### src/rtl/hamming_emisor_serie_pkg.sv
// Shared definitions for the serial Hamming transmitter: codeword bit
// positions and FSM state encodings.
package hamming_pkg;

    localparam int P1   = 0;
    localparam int P2   = 1;
    localparam int D1   = 2;
    localparam int P4   = 3;
    localparam int D2   = 4;
    localparam int D3   = 5;
    localparam int D4   = 6;
    localparam int PALL = 7;

    typedef enum logic [1:0] {
        ST_IDLE  = 2'd0,
        ST_START = 2'd1,
        ST_DATA  = 2'd2,
        ST_STOP  = 2'd3
    } state_t;

endpackage

### src/rtl/hamming_emisor_serie_if.sv
// Word-in / serial-out bundle of the Hamming transmitter.
interface hamming_emisor_serie_if #(
    parameter int NUM_NIBBLES = 2
);
    logic [4*NUM_NIBBLES-1:0] d_in;
    logic                     d_valid;
    logic                     d_ready;
    logic                     tx;
    logic                     busy;
    logic                     done;

    modport master (output d_in, d_valid, input d_ready, tx, busy, done);
    modport slave  (input d_in, d_valid, output d_ready, tx, busy, done);
endinterface

### src/rtl/hamming_emisor_serie_cod74.sv
// Combinational Hamming(7,4) encoder; bit 7 carries the overall parity so the
// same block serves the SECDED(8,4) variant.
module hamming_cod74
    import hamming_pkg::*;
(
    input  logic [3:0] i_data,
    output logic [7:0] o_cw
);
    logic [6:0] w_cw_low;

    always_comb begin
        w_cw_low     = '0;
        w_cw_low[P1] = i_data[0] ^ i_data[1] ^ i_data[3];
        w_cw_low[P2] = i_data[0] ^ i_data[2] ^ i_data[3];
        w_cw_low[D1] = i_data[0];
        w_cw_low[P4] = i_data[1] ^ i_data[2] ^ i_data[3];
        w_cw_low[D2] = i_data[1];
        w_cw_low[D3] = i_data[2];
        w_cw_low[D4] = i_data[3];
    end

    assign o_cw = {^w_cw_low, w_cw_low};
endmodule

### src/rtl/hamming_emisor_serie.sv
// Serial transmitter: captures a word of nibbles and sends each nibble as a
// start bit, its Hamming codeword LSB first, and a stop bit.
module hamming_emisor_serie
    import hamming_pkg::*;
#(
    parameter int NUM_NIBBLES = 2,
    parameter int EXTENDED    = 0,
    parameter int CLK_DIV     = 4
) (
    input  logic                   clk,
    input  logic                   rst_n,
    hamming_emisor_serie_if.slave  bus
);
    localparam int              W        = 7 + EXTENDED;
    localparam int              NW       = (NUM_NIBBLES > 1) ? $clog2(NUM_NIBBLES) : 1;
    localparam int              NP       = 2 ** NW;
    localparam logic [NW-1:0]   LAST_NIB = NW'(NUM_NIBBLES - 1);
    localparam logic [15:0]     LAST_DIV = 16'(CLK_DIV - 1);
    localparam logic [2:0]      LAST_BIT = 3'(W - 1);

    state_t                   r_state, w_state_next;
    logic [4*NUM_NIBBLES-1:0] r_word, w_word_next;
    logic [NW-1:0]            r_nib, w_nib_next;
    logic [2:0]               r_bit, w_bit_next;
    logic [15:0]              r_div, w_div_next;
    logic                     r_tx, w_tx_next;
    logic                     w_period_end;
    logic [3:0]               w_nib_arr [NP];
    logic [7:0]               w_cw;

    assign w_period_end = (r_div == LAST_DIV);

    always_comb begin
        w_state_next = r_state;
        w_word_next  = r_word;
        w_nib_next   = r_nib;
        w_bit_next   = r_bit;
        w_div_next   = r_div;
        case (r_state)
            ST_IDLE: begin
                if (bus.d_valid) begin
                    w_word_next  = bus.d_in;
                    w_nib_next   = '0;
                    w_bit_next   = '0;
                    w_div_next   = '0;
                    w_state_next = ST_START;
                end
            end
            ST_START: begin
                w_div_next = w_period_end ? 16'd0 : r_div + 16'd1;
                if (w_period_end) begin
                    w_bit_next   = '0;
                    w_state_next = ST_DATA;
                end
            end
            ST_DATA: begin
                w_div_next = w_period_end ? 16'd0 : r_div + 16'd1;
                if (w_period_end) begin
                    if (r_bit == LAST_BIT) begin
                        w_state_next = ST_STOP;
                    end else begin
                        w_bit_next = r_bit + 3'd1;
                    end
                end
            end
            default: begin
                w_div_next = w_period_end ? 16'd0 : r_div + 16'd1;
                if (w_period_end) begin
                    if (r_nib == LAST_NIB) begin
                        w_state_next = ST_IDLE;
                    end else begin
                        w_nib_next   = r_nib + 1'b1;
                        w_state_next = ST_START;
                    end
                end
            end
        endcase
    end

    // The encoder looks at the nibble of the next state so tx can be registered
    // without adding a cycle of latency after the handshake.
    genvar gi;
    generate
        for (gi = 0; gi < NP; gi++) begin : g_nib
            if (gi < NUM_NIBBLES) begin : g_used
                assign w_nib_arr[gi] = w_word_next[4*gi +: 4];
            end else begin : g_pad
                assign w_nib_arr[gi] = 4'h0;
            end
        end
    endgenerate

    hamming_cod74 u_cod74 (
        .i_data (w_nib_arr[w_nib_next]),
        .o_cw   (w_cw)
    );

    always_comb begin
        w_tx_next = 1'b1;
        case (w_state_next)
            ST_START: w_tx_next = 1'b0;
            ST_DATA:  w_tx_next = w_cw[w_bit_next];
            default:  w_tx_next = 1'b1;
        endcase
    end

    always_ff @(posedge clk or negedge rst_n) begin
        if (!rst_n) begin
            r_state <= ST_IDLE;
            r_word  <= '0;
            r_nib   <= '0;
            r_bit   <= '0;
            r_div   <= '0;
            r_tx    <= 1'b1;
        end else begin
            r_state <= w_state_next;
            r_word  <= w_word_next;
            r_nib   <= w_nib_next;
            r_bit   <= w_bit_next;
            r_div   <= w_div_next;
            r_tx    <= w_tx_next;
        end
    end

    assign bus.tx      = r_tx;
    assign bus.busy    = (r_state != ST_IDLE);
    assign bus.d_ready = rst_n && (r_state == ST_IDLE);
    assign bus.done    = (r_state == ST_STOP) && w_period_end && (r_nib == LAST_NIB);
endmodule

### src/flat_wrapper.sv
// flat-port wrapper written by rule: the top's interface ports become plain ports
module hamming_emisor_serie_flat import hamming_pkg::*;
#(
    parameter int NUM_NIBBLES = 2,
    parameter int EXTENDED    = 0,
    parameter int CLK_DIV     = 4
)
  (clk, rst_n, bus_d_in, bus_d_valid, bus_d_ready, bus_tx, bus_busy, bus_done);
  hamming_emisor_serie_if #(.NUM_NIBBLES(NUM_NIBBLES)) bus_i ();
  input  logic clk;
  input  logic rst_n;
  input wire logic [$bits(bus_i.d_in)-1:0] bus_d_in;
  input wire logic [$bits(bus_i.d_valid)-1:0] bus_d_valid;
  output wire logic [$bits(bus_i.d_ready)-1:0] bus_d_ready;
  output wire logic [$bits(bus_i.tx)-1:0] bus_tx;
  output wire logic [$bits(bus_i.busy)-1:0] bus_busy;
  output wire logic [$bits(bus_i.done)-1:0] bus_done;
  assign bus_i.d_in = bus_d_in;
  assign bus_i.d_valid = bus_d_valid;
  assign bus_d_ready = bus_i.d_ready;
  assign bus_tx = bus_i.tx;
  assign bus_busy = bus_i.busy;
  assign bus_done = bus_i.done;
  hamming_emisor_serie #(.NUM_NIBBLES(NUM_NIBBLES), .EXTENDED(EXTENDED), .CLK_DIV(CLK_DIV)) u_core (.clk(clk), .rst_n(rst_n), .bus(bus_i));
endmodule
### config.mk
export PLATFORM = sky130hd
export DESIGN_NAME = hamming_emisor_serie_flat
export DESIGN_NICKNAME = d
export VERILOG_FILES = /design/src/rtl/hamming_emisor_serie_pkg.sv /design/src/rtl/hamming_emisor_serie_if.sv /design/src/rtl/hamming_emisor_serie_cod74.sv /design/src/rtl/hamming_emisor_serie.sv /design/src/flat_wrapper.sv
export SDC_FILE = /design/constraint.sdc
export NUM_CORES = 1
export LEC_CHECK = 0
export CAP_MARGIN = 10
export CORE_AREA = 5 5 59 71
export CTS_BUF_LIST = sky130_fd_sc_hd__clkbuf_16
export DETAILED_ROUTE_END_ITERATION = 16
export DIE_AREA = 0 0 64 76
export GPL_ROUTABILITY_DRIVEN = 0
export PLACE_DENSITY = 0.79
export SYNTH_ARGS = -nofsm -noshare
export SYNTH_HDL_FRONTEND = slang
export SYNTH_SLANG_ARGS = --single-unit
### constraint.sdc
create_clock -name clk -period 6.6 [get_ports clk]
set_input_delay 0.66 -clock clk [delete_from_list [all_inputs] [get_ports clk]]
set_output_delay 0.66 -clock clk [all_outputs]
set_load 0.02 [all_outputs]
# Word level (Yosys, flattened, before mapping)
# Cells that the tools add are included.
# classes
n_addsub	3
muxes	27
reduce_logical	7
n_bitwise	7
eq_ne	8
n_lt_le_gt_ge	2
# op_table
operator	count
$mux 16	3
$add 16x1->16 const B	1
$eq 16x2->1 const B	1
$mux 8	2
$mux 3	4
$mux 4	3
$mux 2	5
$pmux 3 s3	1
$reduce_xor 7->1	1
$eq 2x2->1 const B	3
$pmux 2 s3	1
$xor 1x1->1	6
$mux 1	5
$eq 2x1->1 const B	2
$lt 3x4->1 const B	1
$pmux 1 s2	2
$add 3x1->3 const B	1
$bmux 1 s3	1
$eq 3x3->1 const B	1
$logic_and 1x1->1	3
$ge 2x2->1 const B	1
$logic_not 2->1	1
$ne 2x2->1 const B	1
$not 1->2	1
3 further kinds	3
# word_totals
ff_bits	31
out_inout_bits	4
word_cells	60
in_bits	11

# Depth between registers and ports, before layout
# Gate-level depths: netlist (run 1).
# depth
word_depth	14
mapped_depth	11
ltp_nobuf	10

# Hierarchy
# From an unflattened synthesis (run 1), not the netlist that was laid out.
# hier_totals
hier_cells	199
area_unflattened_um2	2009.4
# by_module_without_submodules
mod	cells_each	seq_area_each_um2	area_per_inst_um2	instances
hamming_emisor_serie	191	777.0	1876.8	1
hamming_cod74	8	0.0	132.6	1

# Least setup slack after synthesis (run 1)
# No wires, ideal clock.
# synth_timing
path_kind	reg-to-reg
start	register u_core.r_state[0]
end	register u_core.r_tx, in the netlist u_core.bus.tx
synth_period_minus_slack_ns	2.551
t_required_ns	6.522
n_path_buf	1
arrival_ns	2.473
setup_ns	0.078
stages_incl_launch_ff	12
setup_slack_ns	4.049
path_cell_list	dfrtp_1 -> inv_1 -> ha_1 -> buf_2 -> nor2b_1 -> o21a_1 -> o22ai_2 -> mux2_4 -> xnor2_1 -> o22ai_1 -> a211o_1 -> a41oi_2
# synth_between
elab_chain_cells	13
elab_cells_between_ends	29
cone_classes	4 x eq/ne; 15 x mux; 7 x bitwise; 3 x reduce/logical
# synth_lines
element	line	text
start, declared	hamming_emisor_serie.sv:21	state_t r_state, w_state_next;
start signal, assigned	hamming_emisor_serie.sv:116	r_state <= w_state_next;
$eq 2x1->1 or $eq 2x2->1 (tied branches)	hamming_emisor_serie.sv:39	case (r_state)
$reduce_or 2->1 (no line)	-	
$pmux 1 s2	hamming_emisor_serie.sv:39	
$not 1->2 (not written as such)	hamming_emisor_serie.sv:94	.i_data (w_nib_arr[w_nib_next]),
$mux 4 (not written as such) (3 in a row)	hamming_emisor_serie.sv:94	
$xor 1x1->1, on equally long branches (2 in a row)	hamming_emisor_serie_cod74.sv:13, hamming_emisor_serie_cod74.sv:14, hamming_emisor_serie_cod74.sv:16	
$reduce_xor 7->1	hamming_emisor_serie_cod74.sv:22	assign o_cw = {^w_cw_low, w_cw_low};
$bmux 1 s3	hamming_emisor_serie.sv:102	ST_DATA: w_tx_next = w_cw[w_bit_next];
$mux 1 (not written as such)	hamming_emisor_serie.sv:102	
$pmux 1 s2 *	hamming_emisor_serie.sv:100	case (w_state_next)
net u_core.w_tx_next	hamming_emisor_serie.sv:26	logic r_tx, w_tx_next;
end signal, assigned	hamming_emisor_serie.sv:121	r_tx <= w_tx_next;
end, declared	hamming_emisor_serie.sv:26	
# Mark *: on every way through the listed nets, which the timed path passes. The rest lies on a longest branch. The select of a mux whose other input is x is not followed.
# A chain may end at the register's enable or synchronous reset.

# Final worst setup path (run 1)
# Same ends and word-level chain as after synthesis.

==> results.py, run 1 <==
metrics = {
    "status": {
        "status": "finished clean",
    },
    "worst_setup_path": {
        "cp.required_ps": 6800,
        "cp_max_fo": 14,
        "worstRegToRegCells": 10,
        "cp-end-kind": "flip-flop",
        "cp-start-kind": "flip-flop",
        "r2r_slack_ps": 3340,
        "path_class": "reg -> reg",
        "critPathArrivalTime_ps": 3460,
    },
    "clock_tree": {
        "clock_latency_ps": 280,
        "postCtsSetupBuffers": 0,
        "cts_tree": "built",
        "clock-sinks": 31,
        "clkSlewWorstSetupHoldPaths_ps": 50,
        "cts-root-buf": "clkbuf_16",
        "htree_levels": 2,
        "cts_buffer_depth": 2,
        "cts_buffers": 5,
        "cts_resized": 0,
        "cts_hold_buf": 0,
    },
    "yosys": {
        "synth_flop_cell": "dfrtp_1",
        "yosysWarnings": 0,
        "seq_area_frac_synth_pct": 39.60,
        "ys_async_sr_fraction_pct": 100.0,
        "synth_edf_count": 0,
        "syn-instance-count": 212,
        "synth-seq-cells": 31,
        "syn-mean-instance-area_um2": 9.254,
        "synth_area_um2": 1962,
        "synth_cell_types": 48,
        "syn-num-nets": 231,
    },
    "sta": {
        "tightest_slew_ps": 887.6,
        "fin_worst_skew_ps": 3.571,
        "rsz0062_at_grt": "no",
        "hold_viol": 0,
        "slew_violations": 0,
        "setup_violations": 0,
        "slew_headroom_pct": 40.71,
        "max_clock_freq_mhz": 306.5,
        "layout_min_cycle_time_ps": 3262,
        "period_share_pct": 49.43,
        "final.setup.tns_ps": 0,
    },
    "detailed_routing": {
        "firstDrtPassIters": 4,
        "ant_nets": 0,
        "dr.first_iter.drc_count": 148,
        "wl_per_cell_um": 15.53,
        "wl_um": 4099,
        "drc": 0,
        "viasPerCell": 6.072,
        "vias": 1603,
    },
    "power_and_ir_drop": {
        "pwr_density_cell_nw_per_um2": 200.7,
        "cellLeakagePower_nw": 1.080,
        "p_total_mw": 0.4573,
        "irDropWorstVdd_v": 0.0001814,
    },
    "global_routing": {
        "gr-total-overflow": 0,
        "grt_max_degree": 33,
        "antenna_found_initial": 0,
        "grt_pass1_wl_um": 7065,
        "grt_use_total_pct": 17.84,
        "grt_pass1_vias": 1556,
    },
    "floorplan": {
        "fp-row-count": 24,
        "die_y_um": 76,
        "boundaryPins": 15,
        "start_util_pct": 55.84,
        "die_w_um": 64,
        "core_area_um2": 3513,
        "die-area_um2": 4864,
    },
    "layout": {
        "multiInputGateArea_um2": 1092,
        "diodes": 0,
        "final_cell_mix": "dfrtp_1 (30), o21ai_0 (26), nand2_1 (20)",
        "synthToLayoutAreaGrowth_pct": 16.14,
        "nNetsFinal": 243,
        "fill_cells": 280,
        "final_common_cell": "dfrtp_1",
        "final_cells": 264,
        "seq_area_um2": 777.0,
        "layout-drive-gt1-share_pct": 10.22,
    },
    "place": {
        "dp_hpwl_um": 2784,
        "numPortBuffers": 14,
        "dp_cells": 256,
    },
    "hold_path": {
        "min_path_type": "reg -> reg",
        "min_path_cells": 2,
    },
    "flow_run": {
        "cap_violations": 0,
    },
}
-- metrics by stage --
stage | hold slack (ps) | instance area, um^2 | utilization, % | worst slack [ps]
after floorplan | 364.4 | 1962 | - | 4049
after global placement | 476.6 | 2115 | 60.19 | 3142
after detailed placement | 475.1 | 2115 | 60.19 | 3110
after CTS | 488.3 | 2278 | 64.85 | 3335
after global routing | 508.8 | 2278 | 64.85 | 3099
final | 483.7 | 2278 | 64.85 | 3338
-- final timing paths --
check | from | to
min | u_core.r_word[6] | u_core.r_word[6]
max in group asynchronous | rst_n | u_core.bus.tx
max | u_core.r_state[0] | u_core.bus.tx
min in group asynchronous | rst_n | u_core.r_div[13]
max reg2reg | u_core.r_state[0] | u_core.bus.tx
min reg2reg | u_core.r_word[6] | u_core.r_word[6]
-- flip-flops by register name (all words and copies together), names as in the netlist --
signal          count
u_core.r_div       16
u_core.r_word       8
u_core.r_bit        3
u_core.r_state      2
u_core.bus.tx       1
u_core.r_nib        1
-- Yosys cell counts (2+ instances only) --
cell      number  area [um^2]
a211oi_1       2        15.01
a21oi_1       10        50.05
a31oi_1        7        43.79
and2_1         3        18.77
and3_1         6        37.54
and4_1         2        17.52
buf_2          2        10.01
clkbuf_1       7        26.28
dfrtp_1       30        750.7
ha_1           8        100.1
inv_1         13        48.80
mux2_2         3        33.78
mux2i_1       11        110.1
nand2_1       20        75.07
nand3_1        7        35.03
nand4_1        6        37.54
nor2_1         9        33.78
nor2b_1        4        25.02
nor4b_1        3        26.28
o21ai_0       26        130.1
xnor2_1        2        17.52
xor2_1         5        43.79
-- logic make-up after synthesis --
kind of cell / Yosys count / synth area share [%]
compound gates: 56 / 17.67
xor+xnor: 7 / 3.125
fa+ha+maj: 8 / 5.102
buf+inv: 23 / 4.720
flops: 31 / 39.60
mux: 15 / 8.099
simple gates: 72 / 21.68
-- critical path, stage by stage (launching register included) --
cell,delay [ps]
dfrtp_1,440
inv_1,110
ha_1,290
nor2b_1,750
or3_1,210
a21oi_1,70
or4b_4,590
nand2b_4,160
and3b_1,170
a211o_1,270
a41oi_2,120
-- metal layers --
| layer | GRT usage, % | routed length, um | part of all wire (%) | up-vias |
|---|---|---|---|---|
| met2 | 29.28 | 2069 | 50 | 32 |
| li1 | - | - | - | 788 |
| met5 | 0 | 0 | 0 | - |
| met3 | 4.720 | 144 | 3.5 | 11 |
| met4 | 7.692 | 113 | 2.8 | 0 |
| met1 | 21.60 | 1772 | 43 | 772 |
-- where the power goes --
group          leakage [nW]  internal [mW]  switching (mW)
Sequential            0.409          0.190               0
Clock                0.0812          0.176          0.0811
Combinational         0.589        0.00571         0.00445
-- layout make-up --
type                            instances  area share, %
Clock buffer                            5          5.491
Clock inverter                          3          1.702
Inverter                               13          2.142
Multi-Input combinational cell        158          47.94
Sequential cell                        31          34.10
Tap cell                               39          2.142
Timing Repair Buffer                   15          6.480
No activity file was read; power rests on OpenSTA's default activity.
==> run 2, diff against run 1 <==
- CORE_AREA: 5 5 59 71 -> 5 5 60 72
- DIE_AREA: 0 0 64 76 -> 0 0 65 77
- PLACE_DENSITY: 0.79 -> 0.77
- clock period: 6.6 -> 3.1 ns (I/O delays scaled with it)
==> results.py, run 2 (synthesized netlist as in run 1, its figures left out) <==
metrics = {
    "power_and_ir_drop": {
        "power.switching_mw": 0.1695,
        "swShare_pct": 19.38,
        "pwr_density_cell_nw_per_um2": 386.0,
        "cellLeakagePower_nw": 1.086,
        "seqPwrFrac_pct": 46.4,
        "p_int_mw": 0.7052,
        "power.share.clock_pct": 51.0,
        "combinationalPowerShare_pct": 2.6,
        "p_total_mw": 0.8746,
        "irDropWorstVdd_v": 0.0003286,
    },
    "detailed_routing": {
        "drc": 0,
        "vias": 1595,
        "wl_um": 4448,
        "wl_per_cell_um": 16.72,
        "ant_nets": 0,
        "firstDrtPassIters": 4,
        "viasPerCell": 5.996,
        "dr.first_iter.drc_count": 149,
    },
    "sta": {
        "slew_violations": 0,
        "slew_headroom_pct": 67.82,
        "hold_viol": 0,
        "max_clock_freq_mhz": 358.1,
        "whs_ps": 503.1,
        "layout_min_cycle_time_ps": 2793,
        "final.setup.tns_ps": 0,
        "rsz0062_at_grt": "no",
        "fin_worst_skew_ps": 5.114,
        "period_share_pct": 90.09,
        "tightest_slew_ps": 469.3,
        "setup_violations": 0,
    },
    "worst_setup_path": {
        "path_class": "reg -> reg",
        "cp.required_ps": 3290,
        "cp-start-kind": "flip-flop",
        "cp_max_fo": 5,
        "cp_slowest_stage_delay_ps": 530,
        "critPathArrivalTime_ps": 2990,
        "cp-end-kind": "flip-flop",
        "slowest_stage": "or4b_4",
        "crit_chain": "ha_1, nor4b_1, and4_1, a21oi_2, or4b_4, nand2b_4, and3b_1, a211o_1, a41oi_2",
    },
    "layout": {
        "synthToLayoutAreaGrowth_pct": 15.50,
        "diodes": 0,
        "layout-drive-gt1-share_pct": 10.13,
        "final_cell_mix": "dfrtp_1 (30), o21ai_0 (26), nand2_1 (20)",
        "largest-register": "u_core.r_div",
        "nNetsFinal": 245,
        "largest_reg_flops": 16,
        "final_cells": 266,
        "final_common_cell": "dfrtp_1",
        "top_regs": "u_core.r_div x16, u_core.r_word x8, u_core.r_bit x3",
        "fill_cells": 308,
    },
    "clock_tree": {
        "htree_levels": 2,
        "cts-root-buf": "clkbuf_16",
        "postCtsSetupBuffers": 0,
        "clock-sinks": 31,
        "cts_tree": "built",
        "cts_buffer_depth": 2,
        "cts_resized": 0,
        "cts_buffers": 5,
        "cts_hold_buf": 0,
        "clkSlewWorstSetupHoldPaths_ps": 50,
        "clock_latency_ps": 270,
    },
    "floorplan": {
        "die_y_um": 77,
        "start_util_pct": 54.90,
        "die-area_um2": 5005,
        "core_area_um2": 3573,
        "die_w_um": 65,
        "boundaryPins": 15,
        "fp-row-count": 24,
    },
    "place": {
        "dp_hpwl_um": 3050,
        "dp_cells": 258,
        "numPortBuffers": 14,
    },
    "flow_run": {
        "cap_violations": 0,
    },
    "global_routing": {
        "gr-total-overflow": 0,
        "grt_use_total_pct": 18.89,
        "grt_pass1_wl_um": 7348,
        "grt_max_degree": 32,
        "grt_pass1_vias": 1574,
        "antenna_found_initial": 0,
    },
    "status": {
        "status": "finished clean",
    },
    "hold_path": {
        "min_path_type": "reg -> reg",
    },
}
## run 2: layout make-up
class | instances | area, um^2 | share of cell area, %
clock inverter | 3 | 11.26 | 0.4970
inverter | 13 | 48.80 | 2.154
timing repair buffer | 17 | 162.7 | 7.178
clock buffer | 5 | 125.1 | 5.522
tap | 39 | 48.80 | 2.154
multi-input combinational | 158 | 1092 | 48.21
sequential | 31 | 777.0 | 34.29
## run 2: path summary, 6_finish.rpt
kind / cells after the start / startpoint / endpoint / slack, ps
worst max-delay path: 9 / u_core.r_div[0] / u_core.bus.tx / 310
worst min-delay path: 1 / u_core.r_word[0] / u_core.r_word[0] / 500
worst max register to register: 9 / u_core.r_div[0] / u_core.bus.tx / 310
worst min register to register: 1 / u_core.r_word[0] / u_core.r_word[0] / 500
max in group asynchronous: 2 / rst_n / u_core.bus.tx / 2230
min in group asynchronous: 2 / rst_n / u_core.r_div[9] / 540
## run 2: worst max-delay path: cells and delay by family, from the launching register on
kind	cells	cell delay [ps]
flip-flops	1	380
AO/OA/AOI/OAI	3	480
AND/OR/NAND/NOR	5	1610
adder cells (fa/ha/maj)	1	230
## run 2: per-stage QoR
step	worst slack [ps]	area [um^2]	utilization [%]
after floorplan	548.7	1962	-
after global placement	417.1	2130	59.59
after detailed placement	363.5	2130	59.59
after CTS	327.7	2266	63.41
after global routing	74.41	2266	63.41
final	307.1	2266	63.41
## run 2: routing by layer
metal / vias to the layer above / track usage [%] / part of all wire [%]
met4: 0 / 5.920 / 1.3
li1: 792 / - / -
met3: 7 / 3.509 / 2.5
met1: 771 / 22.06 / 42
met5: - / 0 / 0
met2: 25 / 34.19 / 54
## run 2: power by group through the flow
stage / Clock (mW) / Sequential, mW / Combinational, mW
5_1_grt: 0.473 / 0.405 / 0.0248
4_1_cts: 0.454 / 0.405 / 0.0235
6_report: 0.446 / 0.406 / 0.0226
3_5_place_dp: 0 / 0.412 / 0.0234
2_1_floorplan: 0 / 0.412 / 0.000466
3_3_place_gp: 0 / 0.412 / 0.0232
==> run 3, diff against run 2 <==
- CORE_AREA: 5 5 60 72 -> 10 10 65 78
- DIE_AREA: 0 0 65 77 -> 0 0 75 88
- SYNTH_HIERARCHICAL: not set -> 1
==> results.py, run 3 <==
metrics = {
    "layout": {
        "diodes": 0,
        "layout-drive-gt1-share_pct": 17.35,
        "top_regs": "u_core/r_div x16, u_core/r_word x8, u_core/r_bit x3",
        "nNetsFinal": 238,
        "final_common_cell": "dfrtp_1",
        "final_cells": 258,
        "largest-register": "u_core/r_div",
        "fill_cells": 284,
        "final_cell_mix": "dfrtp_1 (30), o21ai_0 (24), nand2_1 (19)",
        "largest_reg_flops": 16,
        "synthToLayoutAreaGrowth_pct": 16.19,
    },
    "status": {
        "status": "finished clean",
    },
    "yosys": {
        "ys_async_sr_fraction_pct": 100.0,
        "synth_flop_cell": "dfrtp_1",
        "ys_top_cells_by_area": "dfrtp_1 (37%), mux2_2 (7.3%), o21ai_0 (6.0%)",
        "synth_area_um2": 2009,
        "synth_edf_count": 0,
        "synth_most_common_cell": "dfrtp_1",
        "yosysWarnings": 6,
        "syn-instance-count": 199,
        "synth_top_area_cell": "dfrtp_1",
        "synth-seq-cells": 31,
        "seq_area_frac_synth_pct": 38.67,
        "synth_cell_types": 45,
        "synthTopCellsByCount": "dfrtp_1 (30), o21ai_0 (24), nand2_1 (19)",
        "synth.top_cell.area_share_pct": 37.36,
        "syn-mean-instance-area_um2": 10.10,
        "syn-num-nets": 219,
    },
    "detailed_routing": {
        "drc": 0,
        "dr.first_iter.drc_count": 132,
        "vias": 1565,
        "wl_um": 4453,
        "firstDrtPassIters": 4,
        "ant_nets": 0,
        "wl_per_cell_um": 17.26,
        "viasPerCell": 6.066,
    },
    "global_routing": {
        "grt_pass1_vias": 1577,
        "grt_pass1_wl_um": 7583,
        "antenna_found_initial": 0,
        "gr-total-overflow": 0,
        "grt_max_degree": 32,
        "grt_use_total_pct": 14.75,
    },
    "hold_path": {
        "min_path_type": "reg -> reg",
        "min_from": "u_core/r_word[5]",
        "holdPathEnd": "u_core/r_word[5]",
        "min_path_cells": 1,
    },
    "clock_tree": {
        "cts_buffer_depth": 2,
        "cts_resized": 0,
        "clock_latency_ps": 270,
        "clkSlewWorstSetupHoldPaths_ps": 50,
        "cts-root-buf": "clkbuf_16",
        "clock-sinks": 31,
        "cts_hold_buf": 0,
        "htree_levels": 2,
        "cts_tree": "built",
        "cts_buffers": 5,
        "postCtsSetupBuffers": 0,
    },
    "worst_setup_path": {
        "r2r-end": "u_core/bus.tx",
        "path_class": "reg -> reg",
        "cp-start-kind": "flip-flop",
        "worstRegToRegCells": 9,
        "cp-end-kind": "flip-flop",
        "critPathLaunch": "u_core/r_state[0]",
        "cp.required_ps": 3290,
        "critPathArrivalTime_ps": 3110,
        "reg2reg_from": "u_core/r_state[0]",
        "cp_max_fo": 8,
        "r2r_slack_ps": 180,
    },
    "sta": {
        "tightest_slew_ps": 613.4,
        "rsz0062_at_grt": "no",
        "hold_viol": 0,
        "layout_min_cycle_time_ps": 2924,
        "slew_violations": 0,
        "max_clock_freq_mhz": 342.0,
        "final.setup.tns_ps": 0,
        "slew_headroom_pct": 58.95,
        "fin_worst_skew_ps": 4.348,
        "setup_violations": 0,
        "period_share_pct": 94.31,
        "whs_ps": 495.0,
    },
    "floorplan": {
        "die_w_um": 75,
        "fp-row-count": 24,
        "die_y_um": 88,
        "core_area_um2": 3573,
        "boundaryPins": 15,
        "die-area_um2": 6600,
        "start_util_pct": 56.23,
    },
    "power_and_ir_drop": {
        "combinationalPowerShare_pct": 2.5,
        "seqPwrFrac_pct": 46.3,
        "p_int_mw": 0.7062,
        "cellLeakagePower_nw": 1.030,
        "power.share.clock_pct": 51.2,
        "swShare_pct": 19.36,
        "irDropWorstVdd_v": 0.0002579,
        "power.switching_mw": 0.1696,
        "pwr_density_cell_nw_per_um2": 375.1,
    },
    "flow_run": {
        "cap_violations": 0,
    },
    "place": {
        "numPortBuffers": 14,
        "dp_cells": 249,
        "dp_hpwl_um": 3262,
    },
}
[run 3: worst max-delay path by stage]
stage               slack (ps)            end
floorplan                   70  u_core/bus.tx
global placement           290  u_core/bus.tx
detailed placement         200  u_core/bus.tx
CTS                        170  u_core/bus.tx
global route                 9  u_core/bus.tx
finish                     180  u_core/bus.tx
[run 3: power groups by stage]
stage	clock network, mW	logic, mW	registers [mW]
finish	0.449	0.0215	0.406
global route	0.476	0.0237	0.405
CTS	0.459	0.0223	0.405
detailed placement	0	0.0223	0.412
global placement	0	0.0221	0.412
floorplan	0	0.000148	0.412
[run 3: layout make-up]
| class | count | area, um^2 | area share [%] |
|---|---|---|---|
| clock buffer | 5 | 125.1 | 5.359 |
| clock inverter | 3 | 12.51 | 0.5359 |
| inverter | 7 | 26.28 | 1.125 |
| multi-input combinational | 153 | 1160 | 49.68 |
| sequential | 31 | 777.0 | 33.28 |
| tap | 39 | 48.80 | 2.090 |
| timing repair buffer | 20 | 185.2 | 7.931 |
[run 3: stage by stage]
stage          power, mW  cell area [um^2]  setup slack, ps  util, %
2_1_floorplan     0.4123              2009            69.42        -
3_3_place_gp      0.4341              2190            293.0    61.27
3_5_place_dp      0.4344              2190            203.4    61.27
4_1_cts           0.8868              2327            167.1    65.13
5_1_grt           0.9049              2335            9.361    65.34
6_report          0.8757              2335            176.4    65.34
[run 3: critical path: stages (launching register included)]
cell,delay (ps)
dfrtp_1,450
inv_1,130
ha_1,240
nand2_1,310
mux2_2,410
mux2_2,320
xor3_1,350
mux4_2,470
nand2b_1,90
a31oi_1,80
[run 3: logic make-up after synthesis]
family / share of synthesized area (%)
flip-flops: 38.67
adder cells (fa/ha/maj): 5.604
AO/OA/AOI/OAI: 15.01
multiplexers: 8.904
buffers and inverters: 3.611
XOR/XNOR: 7.286
AND/OR/NAND/NOR: 20.92
[run 3: per-layer routing]
| metal | vias to the layer above | part of all wire (%) | global-route usage, % |
|---|---|---|---|
| met5 | - | 0 | 0 |
| met4 | 0 | 2.4 | 6.034 |
| met3 | 13 | 3.8 | 3.398 |
| met2 | 41 | 52 | 25.23 |
| met1 | 754 | 42 | 17.13 |
| li1 | 757 | - | - |
